==> src/rtl/alu_ctrl_decoder.sv <==
// -----------------------------------------------------------------------------
// alu_ctrl_decoder
//
// Registered RV32I ALU-instruction decoder. Takes instruction words from fetch
// over a valid/ready handshake, decodes them combinationally and registers the
// result into a single output stage backed by a 1-entry skid buffer. The skid
// buffer lets in_ready come straight from a flop instead of depending on
// out_ready.
//
// Optional feature macro: ALU_DEC_LUI_EN
//   defined   : LUI (opcode 0110111) decodes as add with imm = {instr[31:12], 12'h000}
//   undefined : LUI is reported as illegal
//
// Ports:
//   clk        in   rising-edge clock
//   rst        in   synchronous active-high reset
//   in_valid   in   instr is valid
//   in_ready   out  decoder can accept instr this cycle (registered)
//   instr      in   32-bit RV32I instruction word
//   out_valid  out  decoded fields are valid
//   out_ready  in   consumer accepts decoded fields
//   alu_op     out  4-bit ALU operation code
//   rs1_addr   out  source register 1 index
//   rs2_addr   out  source register 2 index
//   rd_addr    out  destination register index
//   imm        out  XLEN-bit immediate operand
//   use_imm    out  1: operand B = imm, 0: operand B = rs2 data
//   reg_write  out  write rd with the ALU result
//   illegal    out  instruction is not a supported ALU instruction
// -----------------------------------------------------------------------------
module alu_ctrl_decoder #(
    parameter int XLEN = 32
) (
    input  logic            clk,
    input  logic            rst,
    input  logic            in_valid,
    output logic            in_ready,
    input  logic [31:0]     instr,
    output logic            out_valid,
    input  logic            out_ready,
    output logic [3:0]      alu_op,
    output logic [4:0]      rs1_addr,
    output logic [4:0]      rs2_addr,
    output logic [4:0]      rd_addr,
    output logic [XLEN-1:0] imm,
    output logic            use_imm,
    output logic            reg_write,
    output logic            illegal
);

    localparam logic [6:0] OPC_R   = 7'b0110011;
    localparam logic [6:0] OPC_I   = 7'b0010011;
    localparam logic [6:0] OPC_LUI = 7'b0110111;

    localparam logic [3:0] OP_ADD  = 4'b0000;
    localparam logic [3:0] OP_SUB  = 4'b0010;
    localparam logic [3:0] OP_XOR  = 4'b0011;
    localparam logic [3:0] OP_OR   = 4'b0100;
    localparam logic [3:0] OP_AND  = 4'b0101;
    localparam logic [3:0] OP_SLL  = 4'b0110;
    localparam logic [3:0] OP_SRL  = 4'b0111;
    localparam logic [3:0] OP_SRA  = 4'b1000;
    localparam logic [3:0] OP_SLT  = 4'b1001;
    localparam logic [3:0] OP_SLTU = 4'b1010;

    typedef struct packed {
        logic [3:0]      alu_op;
        logic [4:0]      rs1;
        logic [4:0]      rs2;
        logic [4:0]      rd;
        logic [XLEN-1:0] imm;
        logic            use_imm;
        logic            reg_write;
        logic            illegal;
    } dec_t;

    // Pure decode of one instruction word. Illegal words zero every field and
    // set only the illegal flag, so downstream never sees partial decode.
    function automatic dec_t decode(input logic [31:0] w);
        dec_t            d;
        logic            legal;
        logic [3:0]      op;
        logic [4:0]      r1;
        logic [4:0]      r2;
        logic [XLEN-1:0] im;
        logic            ui;
        logic [6:0]      f7;
        logic [2:0]      f3;
        f7    = w[31:25];
        f3    = w[14:12];
        legal = 1'b0;
        op    = OP_ADD;
        r1    = w[19:15];
        r2    = 5'd0;
        im    = {XLEN{1'b0}};
        ui    = 1'b0;
        case (w[6:0])
            OPC_R: begin
                r2 = w[24:20];
                case (f7)
                    7'b0000000: begin
                        legal = 1'b1;
                        case (f3)
                            3'b000:  op = OP_ADD;
                            3'b001:  op = OP_SLL;
                            3'b010:  op = OP_SLT;
                            3'b011:  op = OP_SLTU;
                            3'b100:  op = OP_XOR;
                            3'b101:  op = OP_SRL;
                            3'b110:  op = OP_OR;
                            3'b111:  op = OP_AND;
                            default: legal = 1'b0;
                        endcase
                    end
                    7'b0100000: begin
                        case (f3)
                            3'b000: begin
                                legal = 1'b1;
                                op    = OP_SUB;
                            end
                            3'b101: begin
                                legal = 1'b1;
                                op    = OP_SRA;
                            end
                            default: legal = 1'b0;
                        endcase
                    end
                    default: legal = 1'b0;
                endcase
            end
            OPC_I: begin
                ui = 1'b1;
                // Non-shift forms use the full signed 12-bit immediate.
                im = {{(XLEN-12){w[31]}}, w[31:20]};
                case (f3)
                    3'b000: begin legal = 1'b1; op = OP_ADD;  end
                    3'b010: begin legal = 1'b1; op = OP_SLT;  end
                    3'b011: begin legal = 1'b1; op = OP_SLTU; end
                    3'b100: begin legal = 1'b1; op = OP_XOR;  end
                    3'b110: begin legal = 1'b1; op = OP_OR;   end
                    3'b111: begin legal = 1'b1; op = OP_AND;  end
                    3'b001: begin
                        // Shifts carry only a 5-bit shamt; upper bits select the kind.
                        im    = {{(XLEN-5){1'b0}}, w[24:20]};
                        legal = (f7 == 7'b0000000);
                        op    = OP_SLL;
                    end
                    3'b101: begin
                        im = {{(XLEN-5){1'b0}}, w[24:20]};
                        if (f7 == 7'b0000000) begin
                            legal = 1'b1;
                            op    = OP_SRL;
                        end else if (f7 == 7'b0100000) begin
                            legal = 1'b1;
                            op    = OP_SRA;
                        end else begin
                            legal = 1'b0;
                        end
                    end
                    default: legal = 1'b0;
                endcase
            end
`ifdef ALU_DEC_LUI_EN
            OPC_LUI: begin
                legal = 1'b1;
                op    = OP_ADD;
                r1    = 5'd0;
                ui    = 1'b1;
                im    = {w[31:12], 12'h000};
            end
`else
            OPC_LUI: legal = 1'b0;
`endif
            default: legal = 1'b0;
        endcase
        if (legal) begin
            d.alu_op    = op;
            d.rs1       = r1;
            d.rs2       = r2;
            d.rd        = w[11:7];
            d.imm       = im;
            d.use_imm   = ui;
            d.reg_write = (w[11:7] != 5'd0);
            d.illegal   = 1'b0;
        end else begin
            d         = '0;
            d.illegal = 1'b1;
        end
        return d;
    endfunction

    dec_t dec_s;
    dec_t out_r;
    dec_t skid_r;
    logic out_valid_r;
    logic skid_valid_r;
    logic in_ready_r;
    logic accept_s;
    logic out_free_s;

    // Combinational decode and handshake qualifiers.
    always_comb begin
        dec_s      = decode(instr);
        accept_s   = in_valid && in_ready_r;
        out_free_s = !out_valid_r || out_ready;
    end

    // Output stage, skid buffer and registered in_ready.
    always_ff @(posedge clk) begin
        if (rst) begin
            out_r        <= '0;
            skid_r       <= '0;
            out_valid_r  <= 1'b0;
            skid_valid_r <= 1'b0;
            in_ready_r   <= 1'b1;
        end else if (out_free_s) begin
            // Skid holds the older word, so it always drains first. in_ready
            // is low whenever the skid is full, so no accept collides here.
            if (skid_valid_r) begin
                out_r        <= skid_r;
                out_valid_r  <= 1'b1;
                skid_valid_r <= 1'b0;
            end else if (accept_s) begin
                out_r       <= dec_s;
                out_valid_r <= 1'b1;
            end else begin
                out_valid_r <= 1'b0;
            end
            in_ready_r <= 1'b1;
        end else begin
            // Output stalled: an accepted word parks in the (empty) skid.
            if (accept_s) begin
                skid_r       <= dec_s;
                skid_valid_r <= 1'b1;
                in_ready_r   <= 1'b0;
            end else begin
                in_ready_r <= !skid_valid_r;
            end
        end
    end

    assign in_ready  = in_ready_r;
    assign out_valid = out_valid_r;
    assign alu_op    = out_r.alu_op;
    assign rs1_addr  = out_r.rs1;
    assign rs2_addr  = out_r.rs2;
    assign rd_addr   = out_r.rd;
    assign imm       = out_r.imm;
    assign use_imm   = out_r.use_imm;
    assign reg_write = out_r.reg_write;
    assign illegal   = out_r.illegal;

endmodule

==> config.mk <==
export PLATFORM = sky130hd
export DESIGN_NAME = alu_ctrl_decoder
export DESIGN_NICKNAME = d
export VERILOG_FILES = /design/src/rtl/alu_ctrl_decoder.sv
export SDC_FILE = /design/constraint.sdc
export NUM_CORES = 1
export LEC_CHECK = 0
export CORE_MARGIN = 4
export CORE_UTILIZATION = 40
export DETAILED_ROUTE_END_ITERATION = 8
export MAX_ROUTING_LAYER = met4
export PLACE_DENSITY_LB_ADDON = 0.3
export SLEW_MARGIN = 15
export SYNTH_ARGS = -nofsm -noshare
export SYNTH_HDL_FRONTEND = slang
export SYNTH_SLANG_ARGS = --single-unit
==> constraint.sdc <==
create_clock -name clk -period 2.1 [get_ports clk]
set_input_delay 0.21 -clock clk [delete_from_list [all_inputs] [get_ports clk]]
set_output_delay 0.21 -clock clk [all_outputs]
set_load 0.02 [all_outputs]
==> results.txt, run 1 <==
Result of the run: completed
Power density of the placed cells: 714 nW/um2
Antenna violations before repair: 0
Leading register cell type out of synthesis: sky130_fd_sc_hd__dfxtp_1
Series of cell instances along the critical path: clkdlybuf4s50_1
Fraction of final layout cells with drive strength greater than 1: 16.2%
Residual overflow from global routing: 0
# IOs: 92
Drt pass-1 iters: 4
Worst-margin pin slew: 0.567 ns
Share of synthesized area occupied by flip-flops and latches: 45.1%
Resized Gates After CTS: 0
Syn-to-layout area delta: 40.9%
Endpoint type of the worst setup path: primary output
Post-Syn Area: 3150 um2
Gate count after technology mapping: 355
Final Instance Area: 4440 um2
Post-cts hold buffer count: 0
Maximum number of pins on one net before global-route repair: 41
Number of global-route vias before repair: 2961
Largest stage delay on the critical path: 0.72 ns
Post-CTS clock slew at the launch and capture registers of the worst setup and hold paths: 0.08 ns
Highest net fanout along the worst path: 22
Master cell of the clock root buffer: sky130_fd_sc_hd__clkbuf_8
Kind of path behind the tightest hold check: reg -> reg
TritonCTS clock tree: yes
WP data required: 1.89 ns
Via-to-Cell Ratio: 5.43
Setup Fix Bufs, Post-CTS: 0
Clock latency reported for the late side of the worst-skew pair: 0.34 ns
Type of the setup path with the least slack: reg -> out
Gate family responsible for the most delay along the worst path: buffers and inverters
Max_cap viols: 0
Synthesis warning total: 0
Sum of routed wire length over all layers: 8690 um
H-tree levels: 3
Clock buffers created by TritonCTS: 9
DRC viols: 0
Power consumption: 0.00317 W
Final max-slew violation count: 0
Die area: 9360 um2
GRT Overall Usage: 19.3%
Site row count: 32
Clock buffer depth: 2
Violation count after the first detailed-route iteration: 173
Count of buffering cells on the critical path with inverters included: 1
Portion of the clock cycle consumed by the worst path in the final layout: 92.8%
Largest vdd supply drop: 0.427 mV
EDFF count, synth: 0
Final hold viol count: 0
Final critical delay including setup and external delays: 1.95 ns
Synthesized net count: 391
Clock tree sinks: 71
Chip Height: 96.8 um
Arrival @ worst endpoint: 1.74 ns
Asr flop ratio synth: 0%
HPWL after detailed placement: 6020 um
Worst relative slew slack: 62.2%
First-pass GRT wire length: 14600 um
Effective utilization at floorplan: 41.0%
Unique masters post-synth: 42
Leak Pwr: 1.64 nW
Final estimated routing congestion in global placement: 0.903
CP max stage cell: sky130_fd_sc_hd__clkdlybuf4s50_1
Ant diodes: 0
Width of the chip: 96.8 um
Final setup vio count: 0
Syn Area/Cell: 8.87 um2
Post-detailed-placement cell area: 4220 um2
Area of the core: 7690 um2
Count of state elements after synthesis: 71
Number of nets with antenna violations after detailed routing: 0
Type of origin of the critical path: register
Highest Clock Rate: 0.513 GHz
WL/cell: 15.7 um
Number of buffers inserted by port buffering: 91
Unrepaired setup endpoints after global routing: no
Via Count: 3009
Number of nets in the layout: 483
Final Skew: 0.00923 ns
Number of filler cells placed in the layout: 697
-- area by class of cell --
class	count	area [um2]	share of cell area (%)
tap	102	128	2.87
clock inverter	4	52.6	1.18
clock buffer	12	165	3.72
multi-input combinational	234	1450	32.7
timing repair buffer	127	1210	27.2
inverter	4	15.0	0.338
sequential	71	1420	32.0
-- cell families (layout without fill, tap and decap cells) --
group,Yosys count,after routing,share of synthesized area (%)
compound gates,118,118,28.3
xor+xnor,2,2,0.556
buf+inv,50,147,8.90
flops,71,71,45.1
simple gates,114,114,17.2
-- per-layer routing --
| layer | track usage (%) | part of all wire, % | vias up |
|---|---|---|---|
| met5 | - | 0 | - |
| met4 | 6.26 | 0.86 | 0 |
| met3 | 4.97 | 7.3 | 8 |
| met2 | 27.9 | 45 | 125 |
| met1 | 26.4 | 47 | 1420 |
| li1 | - | - | 1456 |
-- Yosys cell counts (3+ instances only) --
cell	n	area share, %
sky130_fd_sc_hd__nand2_1	17	2.0
sky130_fd_sc_hd__o21ai_0	34	5.4
sky130_fd_sc_hd__nor2_1	67	8.0
sky130_fd_sc_hd__a21oi_1	10	1.6
sky130_fd_sc_hd__dfxtp_1	71	45
sky130_fd_sc_hd__nor2b_1	5	0.99
sky130_fd_sc_hd__a221oi_1	17	4.7
sky130_fd_sc_hd__a22oi_1	30	7.1
sky130_fd_sc_hd__buf_4	20	4.8
sky130_fd_sc_hd__a221oi_2	9	4.3
sky130_fd_sc_hd__nand2b_1	6	1.2
sky130_fd_sc_hd__a31oi_1	7	1.4
sky130_fd_sc_hd__clkbuf_1	19	2.3
sky130_fd_sc_hd__nor3_1	4	0.64
sky130_fd_sc_hd__buf_1	3	0.36
sky130_fd_sc_hd__inv_1	4	0.48
-- path summary, 6_finish.rpt --
kind         startpoint         to  slack, ns  cells past startpoint
max             imm[30]    imm[23]       0.15                      1
min             illegal    illegal       0.48                      2
max reg2reg   out_valid  alu_op[1]       0.47                      6
min reg2reg     illegal    illegal       0.48                      2
-- power breakdown --
group	total, W	switching (W)	internal [W]
registers	0.00143	0.0000322	0.00139
logic	0.000574	0.000298	0.000276
clock network	0.00117	0.000521	0.000648
total	0.00317	0.000851	0.00232
-- registers in the layout (all words and copies together), names as in the netlist --
name,flops
use_imm,1
out_valid,1
rs1_addr,5
rs2_addr,5
in_ready,1
imm,12
skid_valid_r,1
reg_write,1
alu_op,4
rd_addr,5
skid_r,34
illegal,1
-- through the flow --
stage          std cells  util [%]  setup TNS, ns  worst slack [ns]  hold WS, ns
4_1_cts              554      57.7              0             0.104        0.468
2_1_floorplan        355         -              0             0.312        0.358
3_3_place_gp         538      54.9              0           0.00570        0.454
6_report             554      57.7              0             0.150        0.476
3_5_place_dp         538      54.9       -0.00332          -0.00189        0.447
5_1_grt              554      57.7              0            0.0221        0.482
-- placed cells by master (no fill, tap or decap), types with 4 or more instances in the layout --
master	n
sky130_fd_sc_hd__a21oi_1	10
sky130_fd_sc_hd__a221oi_1	17
sky130_fd_sc_hd__a221oi_2	9
sky130_fd_sc_hd__a22oi_1	30
sky130_fd_sc_hd__a31oi_1	7
sky130_fd_sc_hd__buf_4	34
sky130_fd_sc_hd__clkbuf_8	12
sky130_fd_sc_hd__clkdlybuf4s50_1	91
sky130_fd_sc_hd__dfxtp_1	71
sky130_fd_sc_hd__inv_1	4
sky130_fd_sc_hd__nand2_1	17
sky130_fd_sc_hd__nand2b_1	6
sky130_fd_sc_hd__nor2_1	66
sky130_fd_sc_hd__nor2b_1	5
sky130_fd_sc_hd__nor3_1	4
sky130_fd_sc_hd__o21ai_0	34
Power figures use the tool's default switching activity.
==> run 2: changes to the inputs <==
--- a/config.mk
+++ b/config.mk
@@ -5,12 +5,12 @@
 export SDC_FILE = /design/constraint.sdc
 export NUM_CORES = 1
 export LEC_CHECK = 0
+export ABC_AREA = 1
 export CORE_MARGIN = 4
 export CORE_UTILIZATION = 40
 export DETAILED_ROUTE_END_ITERATION = 8
 export MAX_ROUTING_LAYER = met4
 export PLACE_DENSITY_LB_ADDON = 0.3
-export SLEW_MARGIN = 15
 export SYNTH_ARGS = -nofsm -noshare
 export SYNTH_HDL_FRONTEND = slang
 export SYNTH_SLANG_ARGS = --single-unit
==> run 2 against run 1 <==
Sequential cell count did not move. Cell area rose by 0.65%. Via count rose by 10%. Largest power group unchanged. Synthesized cell count rose by 29%. Sequential power rose by 3%. Critical endpoint is now imm[27]. Worst hold slack got worse by 0.0080 ns. Highest routed layer unchanged.
==> results.txt, run 2 <==
Clock buffers created by TritonCTS: 9 (unchanged)
Worst relative slew slack: 65.4% (+3.2 points)
Site row count: 33 (+3.1%)
Post-cts hold buffer count: 0 (unchanged)
Syn Area/Cell: 7.47 um2 (-16%)
Final core utilization: 54.1% (-3.6 points)
Syn-to-layout area delta: 30.5%
Setup slack of the most critical reg-to-reg path: 0.59 ns (+0.12 ns)
Cell taking the most area after synthesis: sky130_fd_sc_hd__dfxtp_1
CP max stage cell: sky130_fd_sc_hd__clkdlybuf4s50_1
Commonest non-fill, non-tap cells in the layout: 93 x sky130_fd_sc_hd__a21oi_1, 91 x sky130_fd_sc_hd__clkdlybuf4s50_1, 70 x sky130_fd_sc_hd__dfxtp_1
Number of filler cells placed in the layout: 785 (+13%)
Via-to-Cell Ratio: 5.29 (-2.7%)
Post-CTS clock slew at the launch and capture registers of the worst setup and hold paths: 0.08 ns (about the same)
Largest stage delay on the critical path: 0.67 ns (-0.05 ns)
WL/cell: 14.7 um (-6.3%)
EDFF count, synth: 0 (unchanged)
Max FFs per register: 34 (unchanged)
Via Count: 3319 (+10%)
Worst Hold Path Cells: 3 (+1)
TritonCTS clock tree: yes
Asr flop ratio synth: 0% (unchanged)
Unrepaired setup endpoints after global routing: no
Clock latency reported for the late side of the worst-skew pair: 0.34 ns (about the same)
Count of buffering cells on the critical path with inverters included: 1 (unchanged)
H-tree levels: 3 (unchanged)
Final hold viol count: 0 (unchanged)
Kind of path behind the tightest hold check: in -> reg
Gate count after technology mapping: 458 (+29%)
Most flops, register: skid_r
Most frequently used cell type in the post-synthesis netlist: sky130_fd_sc_hd__a21oi_1
Unique masters post-synth: 24 (-43%)
Clock buffer depth: 2 (unchanged)
Max_cap viols: 0 (unchanged)
Effective utilization at floorplan: 41.5% (+0.47 points)
Type of the setup path with the least slack: reg -> out
Share of synthesized area occupied by flip-flops and latches: 41.5% (-3.6 points)
WP data required: 1.89 ns (about the same)
Largest vdd supply drop: 0.351 mV (-18%)
Final critical delay including setup and external delays: 1.74 ns (-0.208 ns)
Synthesized net count: 494 (+26%)
Final Instance Area: 4470 um2 (+0.65%)
Final setup vio count: 0 (unchanged)
Width of the chip: 101 um (+3.9%)
Number of nets in the layout: 555 (+15%)
Number of nets with antenna violations after detailed routing: 0 (unchanged)
Clock tree sinks: 71 (unchanged)
Die area: 10100 um2 (+7.9%)
First-pass GRT wire length: 15100 um (+4.0%)
Portion of the clock cycle consumed by the worst path in the final layout: 82.9% (-9.9 points)
Sum of routed wire length over all layers: 9230 um (+6.2%)
Most frequent standard cell in the layout excluding fill and tap cells: sky130_fd_sc_hd__a21oi_1
Worst-margin pin slew: 0.519 ns (-0.0481 ns)
Leak Pwr: 1.65 nW (+0.46%)
Residual overflow from global routing: 0 (unchanged)
Number of global-route vias before repair: 3075 (+3.9%)
Fraction of final layout cells with drive strength greater than 1: 13.6% (-2.6 points)
Post-Syn Area: 3420 um2 (+8.7%)
Master cell of the clock root buffer: sky130_fd_sc_hd__clkbuf_8
Power density of the placed cells: 699 nW/um2 (-2.1%)
Violation count after the first detailed-route iteration: 184 (+6.4%)
Critical path depth in cells: 1 (unchanged)
Result of the run: completed
Antenna violations before repair: 0 (unchanged)
Post-detailed-placement cell area: 4280 um2 (+1.4%)
DRC viols: 0 (unchanged)
Highest net fanout along the worst path: 22 (unchanged)
Drt pass-1 iters: 4 (unchanged)
Final max-slew violation count: 0 (unchanged)
Maximum number of pins on one net before global-route repair: 68 (+66%)
Leading register cell type out of synthesis: sky130_fd_sc_hd__dfxtp_1
Type of origin of the critical path: register
Number of buffers inserted by port buffering: 91 (unchanged)
Chip Height: 101 um (+3.9%)
Highest Clock Rate: 0.574 GHz (+12%)
Count of state elements after synthesis: 71 (unchanged)
HPWL after detailed placement: 5990 um (-0.44%)
# IOs: 92 (unchanged)
Arrival @ worst endpoint: 1.53 ns (-0.21 ns)
Area of the core: 8260 um2 (+7.4%)
Fraction of post-synthesis cell area in the top cell type by area: 41.5% (-3.6 points)
Synthesis warning total: 0 (unchanged)
Ant diodes: 0 (unchanged)
Gate family responsible for the most delay along the worst path: buffers and inverters
Endpoint type of the worst setup path: primary output
Register-to-Register Path Depth: 7 (+1)
Series of cell instances along the critical path: clkdlybuf4s50_1
GRT Overall Usage: 19.3% (+0.034 points)
Final Skew: 0.00724 ns (-0.00199 ns)
Cell types occupying the most area after synthesis: sky130_fd_sc_hd__dfxtp_1 42%, sky130_fd_sc_hd__a21oi_1 14%, sky130_fd_sc_hd__o21ai_0 9.1%
Final estimated routing congestion in global placement: 0.856 (-5.3%)
Commonest cells post-synth: 93 x sky130_fd_sc_hd__a21oi_1, 71 x sky130_fd_sc_hd__dfxtp_1, 62 x sky130_fd_sc_hd__o21ai_0, 45 x sky130_fd_sc_hd__nand2_1, 32 x sky130_fd_sc_hd__nand3_1
## run 2: changes by cell type after synthesis, sizes merged, moves of 5 or more
cell    change
nand2b      -6
nand4       +8
nor2b       -5
a221oi     -26
nand2      +44
o21ai      +35
a31oi       -7
a22oi      -30
nand3      +30
a21oi      +94
inv        +21
nor2       -38
## run 2: cell families after synthesis
kind of cell | Yosys count | share of synthesized area, %
compound gates | 176 | 27.1
buf+inv | 78 | 12.1
flops | 71 | 41.5
simple gates | 133 | 19.3
## run 2: area by class of cell
type / count / area (um2) / share of cell area (%)
Timing Repair Buffer: 103 / 1040 / 23.2
Clock inverter: 6 / 61.3 / 1.37
Clock buffer: 9 / 124 / 2.77
Inverter: 25 / 93.8 / 2.10
Tap cell: 105 / 131 / 2.94
Multi-Input combinational cell: 309 / 1600 / 35.7
Sequential cell: 71 / 1420 / 31.8
## run 2: path summary, 6_finish.rpt
| path | start | endpoint |
|---|---|---|
| hold reg to reg | skid_r[50] | skid_r[50] |
| setup reg to reg | skid_valid_r | rs2_addr[1] |
| hold / removal | instr[16] | skid_r[46] |
| setup / recovery | imm[30] | imm[27] |
## run 2: metal layers
metal,part of all wire (%),track usage [%],wire (um),up-vias
met3,7.2,3.88,662,12
met2,45,28.4,4140,119
met4,1.7,8.19,159,0
met1,46,25.9,4270,1530
li1,-,-,-,1658
met5,0,-,0,-
## run 2: through the flow
| step | setup slack, ns | instances | hold slack (ns) | TNS (ns) | total power, W |
|---|---|---|---|---|---|
| global placement | 0.104 | 613 | 0.472 | 0 | 0.00209 |
| finish | 0.359 | 628 | 0.468 | 0 | 0.00312 |
| global route | 0.217 | 628 | 0.464 | 0 | 0.00327 |
| floorplan | 0.630 | 458 | 0.279 | 0 | 0.00182 |
| CTS | 0.0942 | 628 | 0.458 | 0 | 0.00315 |
| detailed placement | -0.000192 | 613 | 0.486 | -0.000192 | 0.00210 |
## run 2: repair_timing
item | 4_1_cts | 5_1_grt
gates resized for setup | 0 | 1
endpoints found under the setup margin | 0 | 8
setup buffers | 0 | 0
endpoints found under the hold margin | 0 | 0
## run 2: power by group
group          total, W  internal [W]  switching [W]
combinational  0.000599      0.000273       0.000326
sequential      0.00147       0.00142      0.0000472
clock           0.00105      0.000539       0.000513
total           0.00312       0.00224       0.000886
